`src/rtl/wb_io_master.sv`:
```
// Wishbone pipelined-mode initiator: turns single CPU I/O requests into one bus
// cycle each, with an ack watchdog and a one-cycle response strobe.
module wb_io_master #(
  parameter int unsigned ADDR_W  = 16,
  parameter int unsigned DATA_W  = 16,
  parameter int unsigned TIMEOUT = 255
) (
  input  logic              clk,
  input  logic              rst,
  input  logic              req_valid,
  output logic              req_ready,
  input  logic              req_we,
  input  logic [ADDR_W-1:0] req_adr,
  input  logic [DATA_W-1:0] req_dat,
  output logic              rsp_valid,
  output logic [DATA_W-1:0] rsp_dat,
  output logic              rsp_err,
  output logic              wb_cyc,
  output logic              wb_stb,
  output logic              wb_we,
  output logic [ADDR_W-1:0] wb_adr,
  output logic [DATA_W-1:0] wb_dat_o,
  input  logic [DATA_W-1:0] wb_dat_i,
  input  logic              wb_ack,
  input  logic              wb_stall
);

  localparam int unsigned      CNT_W    = (TIMEOUT > 1) ? $clog2(TIMEOUT) : 1;
  localparam logic [CNT_W-1:0] CNT_LAST = (TIMEOUT > 0) ? CNT_W'(TIMEOUT - 1) : '0;
  localparam bit               WDOG_EN  = (TIMEOUT > 0);

  typedef enum logic [1:0] {
    S_IDLE,
    S_REQ,
    S_WAIT
  } state_t;

  state_t              r_state;
  logic                r_cyc;
  logic                r_stb;
  logic                r_we;
  logic [ADDR_W-1:0]   r_adr;
  logic [DATA_W-1:0]   r_dat_o;
  logic                r_rsp_valid;
  logic [DATA_W-1:0]   r_rsp_dat;
  logic                r_rsp_err;
  logic [CNT_W-1:0]    r_cnt;

  logic w_busy;
  logic w_done;
  logic w_expire;

  // Ack only counts once the strobe has been transferred (stall low).
  assign w_busy   = (r_state != S_IDLE);
  assign w_done   = ((r_state == S_REQ) && !wb_stall && wb_ack) ||
                    ((r_state == S_WAIT) && wb_ack);
  assign w_expire = WDOG_EN && w_busy && (r_cnt == CNT_LAST);

  assign req_ready = (r_state == S_IDLE) && !rst;
  assign rsp_valid = r_rsp_valid;
  assign rsp_dat   = r_rsp_dat;
  assign rsp_err   = r_rsp_err;
  assign wb_cyc    = r_cyc;
  assign wb_stb    = r_stb;
  assign wb_we     = r_we;
  assign wb_adr    = r_adr;
  assign wb_dat_o  = r_dat_o;

  always_ff @(posedge clk) begin
    if (rst) begin
      r_state     <= S_IDLE;
      r_cyc       <= 1'b0;
      r_stb       <= 1'b0;
      r_we        <= 1'b0;
      r_adr       <= '0;
      r_dat_o     <= '0;
      r_rsp_valid <= 1'b0;
      r_rsp_dat   <= '0;
      r_rsp_err   <= 1'b0;
      r_cnt       <= '0;
    end else begin
      r_rsp_valid <= 1'b0;
      if (w_busy && (r_cnt != {CNT_W{1'b1}})) begin
        r_cnt <= r_cnt + CNT_W'(1);
      end

      case (r_state)
        S_IDLE: begin
          if (req_valid) begin
            r_we    <= req_we;
            r_adr   <= req_adr;
            r_dat_o <= req_we ? req_dat : '0;
            r_cyc   <= 1'b1;
            r_stb   <= 1'b1;
            r_cnt   <= '0;
            r_state <= S_REQ;
          end
        end
        S_REQ: begin
          if (!wb_stall && !wb_ack) begin
            r_stb   <= 1'b0;
            r_state <= S_WAIT;
          end
        end
        default: ;
      endcase

      // Completion beats the watchdog when both land on the same edge.
      if (w_done) begin
        r_cyc       <= 1'b0;
        r_stb       <= 1'b0;
        r_rsp_valid <= 1'b1;
        r_rsp_err   <= 1'b0;
        r_rsp_dat   <= r_we ? '0 : wb_dat_i;
        r_state     <= S_IDLE;
      end else if (w_expire) begin
        r_cyc       <= 1'b0;
        r_stb       <= 1'b0;
        r_rsp_valid <= 1'b1;
        r_rsp_err   <= 1'b1;
        r_rsp_dat   <= '0;
        r_state     <= S_IDLE;
      end
    end
  end

endmodule

```
`config.mk`:
```
export PLATFORM = sky130hd
export DESIGN_NAME = wb_io_master
export DESIGN_NICKNAME = d
export VERILOG_FILES = /design/src/rtl/wb_io_master.sv
export SDC_FILE = /design/constraint.sdc
export NUM_CORES = 1
export LEC_CHECK = 0
export ABC_AREA = 1
export CAP_MARGIN = 15
export CORE_UTILIZATION = 45
export CTS_CLUSTER_SIZE = 28
export DETAILED_ROUTE_END_ITERATION = 10
export PLACE_DENSITY_LB_ADDON = 0.3
export SLEW_MARGIN = 20
export SYNTH_ARGS = -nofsm -noshare
export SYNTH_HDL_FRONTEND = slang
export SYNTH_SLANG_ARGS = --single-unit
```
`constraint.sdc`:
```
create_clock -name clk -period 3.1 [get_ports clk]
set_clock_uncertainty 0.2 [all_clocks]
set_input_delay 0.31 -clock clk [delete_from_list [all_inputs] [get_ports clk]]
set_output_delay 0.31 -clock clk [all_outputs]
set_load 0.05 [all_outputs]
```
Yosys cells after proc, flatten, opt, wreduce, memory -nomap -nowiden
Cells that the tools add are included.
{"block": "word_totals", "regBits": 63, "word_cells": 51, "input_bits": 54, "output_inout_bits": 54}
{"block": "classes", "mux": 15, "n_eq_ne": 6, "reduce_logical": 19, "n_addsub": 1}
{"operator": "16-bit 2-to-1 mux", "count": 4}
{"operator": "8-bit 2-to-1 mux", "count": 3}
{"operator": "8-bit by 1-bit adder with 8-bit output (second input constant)", "count": 1}
{"operator": "8-bit == test (second input constant)", "count": 1}
{"operator": "8-bit != test (second input constant)", "count": 1}
{"operator": "1-bit logical AND", "count": 7}
{"operator": "2-bit nonzero test", "count": 3}
{"operator": "1-bit 2-to-1 mux", "count": 4}
{"operator": "2-bit 2-to-1 mux", "count": 2}
{"operator": "2-bit case mux with 2 select lines", "count": 1}
{"operator": "1-bit zero test", "count": 3}
{"operator": "3-bit AND reduction", "count": 1}
{"operator": "3-bit OR reduction", "count": 1}
{"operator": "2-bit by 1-bit == test with 1-bit output (second input constant)", "count": 1}
{"operator": "2-bit == test (second input constant)", "count": 1}
{"operator": "2-bit zero test", "count": 1}
{"operator": "2-bit by 1-bit != test with 1-bit output (second input constant)", "count": 1}
{"operator": "2-bit != test (second input constant)", "count": 1}
{"operator": "1-bit case mux with 2 select lines", "count": 1}
{"operator": "2-bit AND reduction", "count": 1}
{"operator": "2-bit OR reduction", "count": 1}
{"operator": "1-bit logical OR", "count": 1}

Longest topological paths before layout
Gate-level depths: netlist of run 1.
{"block": "logic_depth", "depth_word": 5, "mapped_depth": 8, "mapped_depth_nobuf": 8}

Worst setup path after synthesis of run 1
No wires, ideal clock.
{"block": "synth_path", "path_type": "register -> register", "start": "register r_state[0]", "end": "register r_dat_o[10] (netlist: wb_dat_o[10])", "period_less_slack_ns": 1.823, "required_ns": 2.833, "arrival_time_ns": 1.556, "setup_ns": 0.067, "path_stages_with_launch": 7, "path_buffers": 1, "setup_slack_ns": 1.277, "path_cell_list": "dfxtp_1 -> inv_2 -> nand2_4 -> nor2_4 -> nand3_2 -> buf_4 -> o21ai_2"}
{"block": "synth_via", "elab_chain_cells": 2}
{"element": "from (decl)", "line_no": "38", "text": "state_t r_state;"}
{"element": "from (signal assigned)", "line_no": "71", "text": "r_state <= S_IDLE;"}
{"element": "from (signal assigned)", "line_no": "96", "text": "r_state <= S_REQ;"}
{"element": "from (signal assigned)", "line_no": "102", "text": "r_state <= S_WAIT;"}
{"element": "2-bit zero test", "line_no": "87", "text": "case (r_state)"}
{"element": "2-bit AND reduction (no line)"}
{"element": "to (signal assigned)", "line_no": "92", "text": "r_dat_o <= req_we ? req_dat : '0;"}
{"element": "to (decl)", "line_no": "43", "text": "logic [DATA_W-1:0] r_dat_o;"}
Every way passes these cells.
A chain may end at the register's enable or synchronous reset.

Worst setup path after layout of run 1
{"block": "layout_path", "start": "register r_state[0]", "end": "output req_ready"}
{"block": "layout_via", "elab_chain_cells": 2}
{"element": "2-bit zero test", "line_no": "59", "text": "assign req_ready = (r_state == S_IDLE) && !rst;"}
{"element": "1-bit logical AND", "line_no": "59"}
{"element": "to (decl)", "line_no": "11", "text": "output logic req_ready,"}
Every way passes these cells.

==> impl_metrics.env, run 1 <==
export IMPL_ant_nets=0
export IMPL_synth_xor_xnor_area_share_pct=1.03
export IMPL_synthMuxAreaShare_pct=0
export IMPL_htreeDepth=3
export IMPL_hpwl_um=4380
export IMPL_cts_root_buf="clkbuf_8"
export IMPL_syn_inst=311
export IMPL_path_clk_slew_ns=0.07
export IMPL_avgSynthCellArea_um2=8.18
export IMPL_coreArea_um2=5470
export IMPL_worstPathRequired_ns=2.59
export IMPL_vias_per_cell=4.94
export IMPL_path_max_fanout=6
export IMPL_hold_violations=0
export IMPL_dp_cells=479
export IMPL_rrSetupSlack_ns=1.30
export IMPL_synth_nets=367
export IMPL_drive_gt1_share_pct=12.5
export IMPL_crit_path_start_kind="flop"
export IMPL_setup_worst_path_end="req_ready"
export IMPL_cts_tree="built"
export IMPL_cts_setup_buffers=0
export IMPL_antenna_found_initial=0
export IMPL_grt_overflow=0
export IMPL_status="completed"
export IMPL_vias=2444
export IMPL_clockBufferDepth=2
export IMPL_fin_cells=495
export IMPL_port_buffers=107
export IMPL_rsz0062_at_grt="no"
export IMPL_cts_made_buffers=9
export IMPL_synth_top_cells_by_area="dfxtp_1 (49%), nand4_1 (8.1%), nand2_1 (7.2%), nor2_1 (6.9%), o21ai_0 (4.9%)"
export IMPL_yosys_area_share_adder_pct=0.983
export IMPL_relSlewSlack_pct=52.9
export IMPL_drt_wl_total_um=6410
export IMPL_gp_congestion=0.821
export IMPL_syn_area_um2=2540
export IMPL_hp_class="reg2reg"
export IMPL_yosys_cell_types_count=29
export IMPL_post_route_min_period_ns=2.41
export IMPL_power_density_nw_per_um2=543
export IMPL_tns_ns=0
export IMPL_cts_hold_buf=0
export IMPL_placed_area_um2=3630
export IMPL_design_area_um2=3840
export IMPL_ys_seq_area_share_pct=48.8
export IMPL_ios=108
export IMPL_route_detailed_drc=0
export IMPL_leakage_nw=1.59
export IMPL_rows=27
export IMPL_synth_top_cell_by_area="dfxtp_1"
export IMPL_worstSetupStartpoint="r_state[0]"
export IMPL_worst_ir_drop_vdd_uv=357
export IMPL_grt_pass1_vias=2279
export IMPL_grtUsageTotal_pct=22.3
export IMPL_drv_slew=0
export IMPL_die_area_um2=5960
export IMPL_die_w_um=77.2
export IMPL_finalCritPeriodShare_pct=77.8
export IMPL_end_kind="primary output"
export IMPL_layout_nets=474
export IMPL_dr_pass1_iters=4
export IMPL_grt_max_degree=25
export IMPL_synth_compound_area_share_pct=10.8
export IMPL_drt_iter0_drc=87
export IMPL_fmax_mhz=415
export IMPL_cap_violations=0
export IMPL_wl_per_cell_um=13.0
export IMPL_insertion_delay_ns=0.33
export IMPL_final_cell_mix="clkdlybuf4s50_1 (107), dfxtp_1 (62), nand2_1 (49)"
export IMPL_r2r_start="r_state[0]"
export IMPL_fp_dieH_um=77.2
export IMPL_synth_top_family_by_area="simple AND/OR/NAND/NOR gates"
export IMPL_synth_simple_gate_area_share_pct=30.0
export IMPL_final_common_cell="clkdlybuf4s50_1"
export IMPL_initial_core_util_pct=46.5
export IMPL_ff2ff_path_depth=6
export IMPL_worst_pin_slew_ns=0.705
export IMPL_grt_pass1_wl_um=10400
export IMPL_postCtsResizedCells=0
export IMPL_whs_ns=0.256
export IMPL_setup_viol=0
export IMPL_syn2layout_area_growth_pct=51.1
export IMPL_clkSinkCount=62
export IMPL_critical_path_class="reg2out"
export IMPL_ys_ff_latch=62
export IMPL_r2r_end="r_cnt[1]"
export IMPL_critPathArrivalTime_ns=1.90
export IMPL_yosysWarnings=0
export IMPL_antennaDiodeCount=0
export IMPL_yosysTopAreaCellShare_pct=48.8
==> power breakdown <==
group	internal (mW)	leakage (nW)	switching, mW
Combinational	0.167	0.978	0.281
Clock	0.473	0.110	0.300
Sequential	0.841	0.506	0.0267
Total	1.48	1.59	0.608
==> per-layer routing <==
layer | up-vias | track usage, % | wire length [um]
met5 | - | 0 | 0
li1 | 1234 | - | -
met2 | 83 | 38.9 | 3310
met4 | 0 | 9.62 | 98
met3 | 10 | 4.52 | 332
met1 | 1117 | 26.1 | 2670
==> cell type report <==
| class | instances | area [um2] |
|---|---|---|
| Inverter | 32 | 123 |
| Timing Repair Buffer | 109 | 1090 |
| Fill cell | 488 | 1630 |
| Clock buffer | 12 | 145 |
| Sequential cell | 62 | 1240 |
| Clock inverter | 4 | 70.1 |
| Multi-Input combinational cell | 204 | 1090 |
| Tap cell | 72 | 90.1 |
==> stage by stage <==
stage / power (mW) / setup WS [ns] / util (%)
6_report: 2.09 / 0.689 / 70.3
5_1_grt: 2.17 / 0.631 / 70.3
4_1_cts: 2.11 / 0.675 / 70.3
3_5_place_dp: 1.33 / 0.737 / 66.3
3_3_place_gp: 1.32 / 0.763 / 66.3
2_1_floorplan: 1.16 / 1.28 / -
==> kinds of logic after synthesis <==
group / after synthesis
AND/OR/NAND/NOR: 155
XOR/XNOR: 3
buffers and inverters: 45
AO/OA/AOI/OAI: 44
adder cells (fa/ha/maj): 2
flip-flops: 62
==> worst max-delay path, stage by stage (launching register included) <==
cell and delay [ns]:
dfxtp_1 0.39, inv_2 0.13, nand2_4 0.10, nor2_4 0.11
clkdlybuf4s50_1 0.82
==> worst min path at each step <==
stage | endpoint | slack [ns] | cells past startpoint | startpoint
2_1_floorplan | rsp_valid | 0.17 | 1 | rst
3_3_place_gp | wb_dat_o[2] | 0.24 | 2 | wb_dat_o[2]
3_5_place_dp | rsp_err | 0.25 | 2 | rsp_err
4_1_cts | rsp_err | 0.26 | 2 | rsp_err
5_1_grt | rsp_err | 0.27 | 2 | rsp_err
6_report | rsp_err | 0.26 | 2 | rsp_err
==> state kept, by name, summed over array words and instances (netlist names) <==
signal     count
r_cnt          8
r_state        2
rsp_dat       16
rsp_err        1
rsp_valid      1
wb_adr        16
wb_cyc         1
wb_dat_o      16
wb_we          1
==> cells in the mapped netlist, drive strengths merged <==
| library cell | number |
|---|---|
| clkbuf | 3 |
| a21oi | 7 |
| nand4 | 34 |
| o21ai | 35 |
| xnor2 | 2 |
| nor2 | 49 |
| nand2 | 63 |
| buf | 10 |
| dfxtp | 62 |
| a31oi | 2 |
| ha | 2 |
| inv | 32 |
| nand3 | 9 |
| xor2 | 1 |
No activity file was read; power rests on OpenSTA's default activity.
==> inputs of run 2 (changes only) <==
- CORE_UTILIZATION: 45 -> 42
- clock period: 3.1 -> 2.43 ns (I/O delays scaled with it)
==> run 2 against run 1 <==
Net effect: die area increased by 7.0%; combinational power increased by 26%; setup slack got worse by 0.36 ns; non-clock buffer count increased by 1; utilization decreased by 2.7 points; highest routed layer unchanged; routed wire length decreased by 3.2%.
==> impl_metrics.env, run 2 (same netlist as run 1, synthesis figures left out) <==
export IMPL_coreArea_um2=5680
export IMPL_hpwl_um=4390
export IMPL_crit_path_start_kind="flop"
export IMPL_final_common_cell="clkdlybuf4s50_1"
export IMPL_nFillCells=520
export IMPL_cts_setup_buffers=0
export IMPL_path_delay_family="buffers and inverters"
export IMPL_cts_tree="built"
export IMPL_rows=27
export IMPL_fp_dieH_um=79.8
export IMPL_gp_congestion=0.813
export IMPL_fin_ws_ns=0.330
export IMPL_die_area_um2=6370
export IMPL_rrSetupSlack_ns=0.73
export IMPL_p_total_mw=2.58
export IMPL_ff2ff_path_depth=6
export IMPL_cts_hold_buf=0
export IMPL_postCtsResizedCells=0
export IMPL_die_w_um=79.8
export IMPL_min_to="wb_dat_o[2]"
export IMPL_vias_per_cell=4.90
export IMPL_hp_start="wb_dat_o[2]"
export IMPL_cts_root_buf="clkbuf_8"
export IMPL_drt_wl_total_um=6210
export IMPL_drt_iter0_drc=99
export IMPL_worstHoldPathCells=2
export IMPL_drv_slew=0
export IMPL_grt_pass1_wl_um=10200
export IMPL_grt_pass1_vias=2296
export IMPL_insertion_delay_ns=0.32
export IMPL_path_max_fanout=5
export IMPL_cap_violations=0
export IMPL_worst_path_buf_inv=1
export IMPL_clkSinkCount=62
export IMPL_leakage_nw=1.59
export IMPL_worst_pin_slew_ns=0.537
export IMPL_worst_ir_drop_vdd_uv=471
export IMPL_path_cells="clkdlybuf4s50_1"
export IMPL_grt_overflow=0
export IMPL_finalCritPeriodShare_pct=86.4
export IMPL_slowest_delay_ns=0.86
export IMPL_port_buffers=107
export IMPL_rsz0062_at_grt="no"
export IMPL_route_detailed_drc=0
export IMPL_end_kind="primary output"
export IMPL_final_cell_mix="clkdlybuf4s50_1 (106), dfxtp_1 (62), nand2_1 (49)"
export IMPL_initial_core_util_pct=44.8
export IMPL_clockBufferDepth=2
export IMPL_post_route_min_period_ns=2.10
export IMPL_wl_per_cell_um=12.5
export IMPL_hp_class="reg2reg"
export IMPL_status="completed"
export IMPL_critPathSlowestCell="clkdlybuf4s50_1"
export IMPL_tns_ns=0
export IMPL_antenna_found_initial=0
export IMPL_drive_gt1_share_pct=13.0
export IMPL_critPathArrivalTime_ns=1.66
export IMPL_dr_pass1_iters=4
export IMPL_critical_path_class="reg2out"
export IMPL_grtUsageTotal_pct=20.5
export IMPL_relSlewSlack_pct=64.1
export IMPL_worstPathRequired_ns=1.99
export IMPL_final_util_pct=67.6
export IMPL_grt_max_degree=25
export IMPL_r2r_end="r_cnt[1]"
export IMPL_path_clk_slew_ns=0.06
export IMPL_dp_slack_ns=0.450
export IMPL_syn2layout_area_growth_pct=50.7
export IMPL_htreeDepth=3
export IMPL_ant_nets=0
export IMPL_whs_ns=0.257
export IMPL_power_density_nw_per_um2=671
export IMPL_regArea_um2=1240
export IMPL_fmax_mhz=476
export IMPL_antennaDiodeCount=0
export IMPL_ios=108
export IMPL_r2r_start="r_state[0]"
export IMPL_hold_violations=0
export IMPL_multiInputGateArea_um2=1090
export IMPL_layout_nets=475
export IMPL_cts_made_buffers=9
export IMPL_vias=2432
export IMPL_setup_viol=0
-- run 2: layout make-up --
cell class                 count  area share, %
sequential                    62           32.4
clock buffer                  13           4.14
timing repair buffer         110           28.4
inverter                      32           3.20
tap                           72           2.35
multi-input combinational    204           28.4
clock inverter                 3           1.11
-- run 2: worst max path at each step --
stage / start / to / slack, ns / depth (start not counted)
after detailed placement: req_valid / wb_adr[15] / 0.45 / 5
after global routing: r_state[0] / wb_stb / 0.28 / 1
final: r_state[0] / wb_stb / 0.33 / 1
after floorplan: r_state[0] / wb_dat_o[10] / 0.61 / 6
after CTS: r_state[0] / wb_stb / 0.32 / 1
after global placement: req_valid / r_state[0] / 0.53 / 5
-- run 2: per-layer routing --
| layer | share of wire (%) | global-route usage (%) |
|---|---|---|
| met2 | 50 | 35.6 |
| met4 | 0.74 | 7.50 |
| met5 | 0 | 0 |
| met3 | 5.1 | 4.80 |
| met1 | 44 | 24.5 |
-- run 2: stage by stage --
| step | instance area, um2 | std cells |
|---|---|---|
| after floorplan | 2540 | 311 |
| after global placement | 3630 | 480 |
| after detailed placement | 3630 | 480 |
| after CTS | 3840 | 496 |
| after global routing | 3840 | 496 |
| final | 3840 | 496 |
-- run 2: report_power, final --
group	switching, mW	internal, mW
clock network	0.372	0.529
registers	0.0352	1.07
logic	0.353	0.213
total	0.760	1.82
==> inputs of run 3 (changes only) <==
--- a/constraint.sdc
+++ b/constraint.sdc
@@ -4,2 +4,2 @@
 set_output_delay 0.243 -clock clk [all_outputs]
-set_load 0.05 [all_outputs]
+set_load 0.02 [all_outputs]
==> run 3 against run 2 <==
Net effect: non-clock buffer count did not move; largest cell class unchanged; total power shrank 0.54%; critical path depth grew 3; critical endpoint is now req_ready; critical path type unchanged; sequential power about the same.
==> impl_metrics.env, run 3 (same netlist as run 1, synthesis figures left out) <==
export IMPL_hold_violations=0
export IMPL_crit_path_start_kind="flop"
export IMPL_route_detailed_drc=0
export IMPL_path_delay_family="buffers and inverters"
export IMPL_clkPwrFrac_pct=39.2
export IMPL_grtUsageTotal_pct=21.6
export IMPL_fin_cells=495
export IMPL_fmax_mhz=475
export IMPL_hpwl_um=4420
export IMPL_grt_pass1_vias=2204
export IMPL_end_kind="primary output"
export IMPL_path_clk_slew_ns=0.07
export IMPL_switching_share_pct=25.4
export IMPL_grt_overflow=0
export IMPL_cts_setup_buffers=0
export IMPL_busiest_layer="met2"
export IMPL_tns_ns=0
export IMPL_clockBufferDepth=2
export IMPL_relSlewSlack_pct=66.7
export IMPL_rows=27
export IMPL_grt_max_degree=25
export IMPL_rsz0062_at_grt="no"
export IMPL_dp_slack_ns=0.425
export IMPL_setup_viol=0
export IMPL_drv_slew=0
export IMPL_vias=2450
export IMPL_drt_iter0_drc=87
export IMPL_placed_area_um2=3640
export IMPL_drive_gt1_share_pct=13.0
export IMPL_leakage_nw=1.60
export IMPL_path_max_fanout=6
export IMPL_drt_wl_total_um=6430
export IMPL_finalCritPeriodShare_pct=86.7
export IMPL_whs_ns=0.254
export IMPL_insertion_delay_ns=0.32
export IMPL_slowest_delay_ns=0.61
export IMPL_worst_pin_slew_ns=0.497
export IMPL_use_met1_pct=27.0
export IMPL_die_area_um2=6370
export IMPL_power_density_nw_per_um2=664
export IMPL_syn2layout_area_growth_pct=51.6
export IMPL_worstSetupStartpoint="r_state[0]"
export IMPL_gp_congestion=0.785
export IMPL_dp_cells=480
export IMPL_vias_per_cell=4.95
export IMPL_cts_made_buffers=9
export IMPL_path_cells="inv_2 > nand2_4 > nor2_4 > clkdlybuf4s50_1"
export IMPL_ff2ff_path_depth=6
export IMPL_cts_hold_buf=0
export IMPL_p_switching_mw=0.649
export IMPL_setup_worst_path_end="req_ready"
export IMPL_r2r_end="r_cnt[5]"
export IMPL_combPwrFrac_pct=17.6
export IMPL_rrSetupSlack_ns=0.67
export IMPL_crit_cells=4
export IMPL_htreeDepth=3
export IMPL_p_int_mw=1.91
export IMPL_status="completed"
export IMPL_grt_util_met3_pct=4.57
export IMPL_initial_core_util_pct=44.8
export IMPL_post_route_min_period_ns=2.11
export IMPL_die_w_um=79.8
export IMPL_worst_ir_drop_vdd_uv=393
export IMPL_final_common_cell="clkdlybuf4s50_1"
export IMPL_cts_root_buf="clkbuf_8"
export IMPL_critical_path_class="reg2out"
export IMPL_worstPathRequired_ns=1.99
export IMPL_postCtsResizedCells=0
export IMPL_dr_pass1_iters=4
export IMPL_ant_nets=0
export IMPL_coreArea_um2=5680
export IMPL_grtUsageMet2_pct=36.4
export IMPL_worst_path_buf_inv=2
export IMPL_fin_ws_ns=0.324
export IMPL_antennaDiodeCount=0
export IMPL_critPathSlowestCell="clkdlybuf4s50_1"
export IMPL_antenna_found_initial=0
export IMPL_cts_tree="built"
export IMPL_r2r_start="r_state[0]"
export IMPL_grt_pass1_wl_um=10600
export IMPL_final_cell_mix="clkdlybuf4s50_1 (107), dfxtp_1 (62), nand2_1 (49)"
export IMPL_clkSinkCount=62
export IMPL_p_seq_share_pct=43.2
export IMPL_hp_class="reg2reg"
export IMPL_ios=108
export IMPL_cap_violations=0
export IMPL_port_buffers=107
export IMPL_layout_nets=475
export IMPL_critPathArrivalTime_ns=1.66
export IMPL_design_area_um2=3860
export IMPL_fp_dieH_um=79.8
export IMPL_wl_per_cell_um=13.0
[run 3: cell types whose count changed in the layout (fill, tap and decap cells not counted), sizes merged]
cell / change
clkinvlp: -1
clkbuf: -2
buf: -1
bufinv: +1
clkdlybuf4s50: +1
clkinv: +1
[run 3: worst min-delay path by stage]
stage	from	end	slack [ns]	depth (start not counted)
6_report	rsp_err	rsp_err	0.25	2
4_1_cts	req_dat[13]	wb_dat_o[13]	0.25	3
3_3_place_gp	wb_dat_o[6]	wb_dat_o[6]	0.24	2
5_1_grt	wb_dat_o[9]	wb_dat_o[9]	0.27	2
3_5_place_dp	rsp_err	rsp_err	0.25	2
2_1_floorplan	rst	rsp_valid	0.11	1
[run 3: cell type report]
cell class / instances / area [um2]
clock buffer: 11 / 151
clock inverter: 4 / 70.1
multi-input combinational: 204 / 1090
inverter: 32 / 123
fill: 511 / 1820
sequential: 62 / 1240
tap: 72 / 90.1
timing repair buffer: 110 / 1090
[run 3: worst min-delay path, delay by kind of cell (launching register included)]
family,cells,cell delay (ns)
buffers and inverters,1,0.06
AOI/OAI and AO/OA,1,0.04
DFF,1,0.31
[run 3: layer usage]
metal	part of all wire (%)	vias to the layer above	wire length, um
met5	0	-	0
met4	1.4	0	91
met3	4.7	9	302
met2	50	70	3210
met1	44	1130	2830
li1	-	1241	-
[run 3: power by group through the flow]
stage	logic, mW	registers, mW	clock network (mW)
finish	0.450	1.11	1.00
global route	0.490	1.11	1.07
CTS	0.454	1.11	1.02
detailed placement	0.451	1.13	0
global placement	0.445	1.13	0
floorplan	0.167	1.19	0
[run 3: metrics by stage]
step / utilization [%] / total power, mW
CTS: 68.0 / 2.59
floorplan: - / 1.36
global placement: 64.1 / 1.57
detailed placement: 64.1 / 1.58
global route: 68.0 / 2.68
finish: 68.0 / 2.56
